--- src/rtl/seven_seg_capture.sv ---
// Seven-segment bus receiver: rebuilds hex nibbles from a multiplexed,
// active-low display bus once each digit's pattern has settled.
module seven_seg_capture #(
    parameter int NUM_DIGITS    = 4,
    parameter int STABLE_CYCLES = 4
) (
    input  logic                    clk,
    input  logic                    rst,
    input  logic [6:0]              seg_n,
    input  logic [NUM_DIGITS-1:0]   an_n,
    input  logic                    err_clr,
    output logic [4*NUM_DIGITS-1:0] digits,
    output logic [NUM_DIGITS-1:0]   digit_valid,
    output logic [NUM_DIGITS-1:0]   err_flags,
    output logic                    upd,
    output logic [2:0]              upd_idx
);

    localparam logic [7:0] CNT_MAX = 8'(STABLE_CYCLES);
    localparam logic [7:0] CNT_HIT = 8'(STABLE_CYCLES - 1);

    logic [NUM_DIGITS-1:0] sel;
    logic                  sel_ok;
    logic [2:0]            sel_k;

    logic [2:0]            prev_k;
    logic [6:0]            prev_seg;
    logic                  prev_ok;

    logic [7:0]            cnt;
    logic [7:0]            cnt_nxt;
    logic                  same;
    logic                  cap;

    logic                  dec_ok;
    logic [3:0]            dec_nib;
    logic                  cap_hit;
    logic                  cap_bad;

    // Maps an active-low segment pattern to its hex value; flags unknown shapes.
    function automatic logic [4:0] seg_decode(input logic [6:0] s);
        logic [4:0] r;
        case (s)
            7'b1000000: r = {1'b1, 4'h0};
            7'b1111001: r = {1'b1, 4'h1};
            7'b0100100: r = {1'b1, 4'h2};
            7'b0110000: r = {1'b1, 4'h3};
            7'b0011001: r = {1'b1, 4'h4};
            7'b0010010: r = {1'b1, 4'h5};
            7'b0000010: r = {1'b1, 4'h6};
            7'b1111000: r = {1'b1, 4'h7};
            7'b0000000: r = {1'b1, 4'h8};
            7'b0011000: r = {1'b1, 4'h9};
            7'b0001000: r = {1'b1, 4'hA};
            7'b0000011: r = {1'b1, 4'hB};
            7'b1000110: r = {1'b1, 4'hC};
            7'b0100001: r = {1'b1, 4'hD};
            7'b0000110: r = {1'b1, 4'hE};
            7'b0001110: r = {1'b1, 4'hF};
            default:    r = {1'b0, 4'h0};
        endcase
        return r;
    endfunction

    // Qualify the anode bus: exactly one digit enabled, and find which one.
    always_comb begin
        sel    = ~an_n;
        sel_ok = (sel != '0) && ((sel & (sel - 1'b1)) == '0);
        sel_k  = 3'd0;
        for (int i = 0; i < NUM_DIGITS; i++) begin
            if (sel[i]) begin
                sel_k = 3'(i);
            end
        end
    end

    // Decode the live pattern; only consulted on a capture.
    always_comb begin
        {dec_ok, dec_nib} = seg_decode(seg_n);
    end

    // Stability tracking: same digit, same pattern, and both samples qualified.
    always_comb begin
        same    = sel_ok && prev_ok && (sel_k == prev_k) && (seg_n == prev_seg);
        cap     = same && (cnt == CNT_HIT);
        cap_hit = cap && dec_ok;
        cap_bad = cap && !dec_ok;
        if (!sel_ok) begin
            cnt_nxt = 8'd0;
        end else if (same) begin
            cnt_nxt = (cnt == CNT_MAX) ? CNT_MAX : cnt + 8'd1;
        end else begin
            cnt_nxt = 8'd1;
        end
    end

    // Previous-sample registers and the saturating run counter.
    always_ff @(posedge clk or posedge rst) begin
        if (rst) begin
            prev_k   <= 3'd0;
            prev_seg <= 7'd0;
            prev_ok  <= 1'b0;
            cnt      <= 8'd0;
        end else begin
            prev_k   <= sel_k;
            prev_seg <= seg_n;
            prev_ok  <= sel_ok;
            cnt      <= cnt_nxt;
        end
    end

    // Write the captured nibble into the selected digit slot.
    always_ff @(posedge clk or posedge rst) begin
        if (rst) begin
            digits      <= '0;
            digit_valid <= '0;
        end else begin
            for (int i = 0; i < NUM_DIGITS; i++) begin
                if (cap_hit && sel[i]) begin
                    digits[4*i +: 4] <= dec_nib;
                    digit_valid[i]   <= 1'b1;
                end
            end
        end
    end

    // Update strobe and index; the index holds between captures.
    always_ff @(posedge clk or posedge rst) begin
        if (rst) begin
            upd     <= 1'b0;
            upd_idx <= 3'd0;
        end else begin
            upd <= cap_hit;
            if (cap_hit) begin
                upd_idx <= sel_k;
            end
        end
    end

    // Sticky error flags; a new error on the clearing edge still lands.
    always_ff @(posedge clk or posedge rst) begin
        if (rst) begin
            err_flags <= '0;
        end else begin
            err_flags <= (err_clr ? '0 : err_flags) | (cap_bad ? sel : '0);
        end
    end

endmodule

--- config.mk ---
export PLATFORM = sky130hd
export DESIGN_NAME = seven_seg_capture
export DESIGN_NICKNAME = d
export VERILOG_FILES = /design/src/rtl/seven_seg_capture.sv
export SDC_FILE = /design/constraint.sdc
export NUM_CORES = 1
export LEC_CHECK = 0
export BUFFER_PORTS_ARGS = -buffer_cell sky130_fd_sc_hd__buf_2
export CORE_MARGIN = 1.5
export CORE_UTILIZATION = 45
export DETAILED_ROUTE_END_ITERATION = 16
export GPL_ROUTABILITY_DRIVEN = 0
export GPL_TIMING_DRIVEN = 0
export PLACE_DENSITY = 0.67
export SLEW_MARGIN = 0
export SYNTH_ARGS = -nofsm -noshare
export SYNTH_HDL_FRONTEND = slang
export SYNTH_SLANG_ARGS = --single-unit
--- constraint.sdc ---
create_clock -name clk -period 6.45 [get_ports clk]
set_input_delay 0.645 -clock clk [delete_from_list [all_inputs] [get_ports clk]]
set_output_delay 0.645 -clock clk [all_outputs]
set_load 0.05 [all_outputs]
==> results.md <==
- Cell area after synthesis: 2290 um^2
- Post-synth EDFFs: 0
- Sw Share: 0.269
- Die X: around 74 um
- Clock power frac: 0.346
- Syn Inst Count: 208
- Port Buffer Count: 38
- HP Class: in2async
- Pleak: 1.31 nW
- CTS tree: done
- DR vias/cell: 5.39
- Chip Height: 74.3 um
- ANT nets after route: 0
- DRT iter0 DRCs: 103
- Detailed-route DRC error count: 0
- Post-route clock period utilization: 0.399
- Worst slew margin: 0.505
- First-pass GRT wire length: 7540 um
- Core area: around 4800 um^2
- Initial Utilization: 0.475
- Asr flop ratio synth: 1.00
- Placed insts: 314
- Worst path arrival time: 2.77 ns
- Row cnt: 25
- Endpoints failing hold: 0
- Via count: 1,734
- Layout area overhead: 16.8%
- NetSw: 0.140 mW
- Worst slew pin tran: around 0.74 ns
- Syn nets: 224
- CTS Buf Count: 5
- Vias in the first global route: 1,588
- Post-Layout Cell Count: 322
- Yosys cell types: 53
- Slew Viols, Final: 0
- Maximum root-to-sink buffer count: 2
- Largest net degree at the start of global routing: 34
- GR Overflow Total: 0
- Cts repair resizes: 0
- Mapped Avg Cell Area: 11.0 um^2
- GRT Overall Usage: 0.179
- Outcome: completed
- Crit-path cells: buf_2 > buf_2 > buf_2 > nor3_1 > o211ai_1 > o221ai_1 > o2111ai_1 > mux2_2
- Startpoint class of the critical path: input port
- CP Capture Type: register
- Post-CTS Setup Bufs: 0
- Crit path launch: seg_n[3]
- IO Pins: 42
- P per Cell Area: around 190 nW/um^2
- Nets: 270
- FMAX: 389 MHz
- Filler Cell Count: 458
- CTS H-tree lvls: 2
- Routed len/inst: 14.6 um
- Worst setup path category: in2reg
- Logic gate share of total power: 0.101
- RSZ-0062 raised after global routing: false
- Most common cell after layout, fill and taps aside: buf_2
- Crit-path max FO: 10
- Final HPWL DP: 3300 um
- Clk sink count: 45
- Worst-Skew Late Latency: roughly 0.30 ns
- CP max stage delay: 0.60 ns
- Layout Utilization: 0.555
- Final instance area: about 2700 um^2
- Root buffer cell: clkbuf_8
- Share of layout cells above drive strength 1: 0.333
- Final worst clock skew: 0.00897 ns
- Most frequent cells in the layout: 48 x buf_2, 45 x dfrtp_1, 18 x mux2_2, 14 x nor2_1, 13 x inv_1
- Initial antenna violation count: 0
- Ant diodes: 0
- Fin crit period: 2.57 ns
- Final setup fails: 0
- Worst r2r src: cnt[0]$_DFF_PP0_
- Synth Register Bits: 45
- Main synth FF type: dfrtp_1
- Reg power frac: 0.553
- Register area share after synthesis: 0.492
- Critical Path RT: 6.65 ns
- Die area: about 5500 um^2
- Worst VDD drop: 0.000101 V
- # hold bufs at CTS: 0
- Placed inst area: 2580 um^2
- Maxcap violations: 0
- Setup TNS: 0 ns
- YS warnings: 0
- CP most frequent cell: buf_2
- Final wirelength: 4700 um
- Worst-path clk slew: roughly 0.09 ns
- CP max stage cell: o2111ai_1
- Initial DRT Pass Iterations: 4
- Internal: ~0.38 mW
-- cell usage after synthesis, types with 4 or more instances --
cell	instances	area share
buf_2	10	0.022
dfrtp_1	45	0.49
inv_1	14	0.023
mux2_2	18	0.089
nand2_1	8	0.013
nand2b_1	6	0.016
nand3_1	6	0.013
nor2_1	14	0.023
o32ai_1	4	0.015
xnor2_1	6	0.023
xor2_1	8	0.031
-- final cells by class --
class,count,area (um^2),area share
Sequential cell,45,1130,0.421
Buffer,13,65.1,0.0243
Tap cell,67,83.8,0.0313
Clock inverter,3,22.5,0.00842
Multi-Input combinational cell,136,1050,0.391
Timing Repair Buffer,39,210,0.0786
Inverter,14,52.6,0.0196
Clock buffer,5,68.8,0.0257
-- per-layer routing --
| layer | vias up | wire (um) | track usage |
|---|---|---|---|
| met1 | 836 | 2200 | 0.238 |
| li1 | 839 | - | - |
| met4 | 0 | 56 | 0.0626 |
| met5 | - | 0 | 0 |
| met2 | 53 | 2230 | 0.288 |
| met3 | 6 | 217 | 0.0420 |
-- critical path, delay by kind of cell --
kind            cells  cell delay (ns)
buf+inv             3             0.47
mux                 1             0.40
compound gates      3             1.17
simple gates        1             0.07
-- state kept, by name (all words and copies together) (netlist names) --
| name | cells |
|---|---|
| upd_idx | 2 |
| err_flags | 4 |
| prev_ok | 1 |
| digits | 16 |
| prev_k | 2 |
| upd | 1 |
| cnt | 8 |
| digit_valid | 4 |
| prev_seg | 7 |
-- cells by family (layout without fill, tap and decap cells) --
logic type      Yosys count  count (layout)  synth area share
compound gates           36              36             0.134
xor+xnor                 14              14            0.0536
fa+ha+maj                 2               2            0.0109
buf+inv                  27              74            0.0514
flops                    45              45             0.492
mux                      19              19            0.0929
other cells               1               1           0.00164
simple gates             64              64             0.164
-- power groups by stage --
stage	Clock (mW)	Sequential, mW	Combinational (mW)
after detailed placement	0	0.294	0.0526
after global placement	0	0.294	0.0504
after global routing	0.195	0.289	0.0589
after floorplan	0	0.293	0.0366
final	0.180	0.288	0.0527
after CTS	0.185	0.288	0.0529
-- final timing paths --
check	end	slack, ns	cells after the start
min in group clk	prev_seg[1]$_DFF_PP0_	0.45	1
max	digits[12]$_DFFE_PP0P_	3.88	8
min	digits[6]$_DFFE_PP0P_	0.28	2
max reg2reg	digits[12]$_DFFE_PP0P_	4.05	6
min reg2reg	digit_valid[3]$_DFFE_PP0P_	0.47	1
max in group asynchronous	err_flags[1]$_DFF_PP0_	5.70	3
-- stage by stage --
stage | hold slack [ns] | setup WS, ns | power, mW
2_1_floorplan | 0.513 | 4.07 | 0.330
3_3_place_gp | 0.447 | 3.56 | 0.344
3_5_place_dp | 0.447 | 3.54 | 0.346
4_1_cts | 0.276 | 3.89 | 0.526
5_1_grt | 0.290 | 3.72 | 0.543
6_report | 0.276 | 3.88 | 0.521
Power figures use the tool's default switching activity.
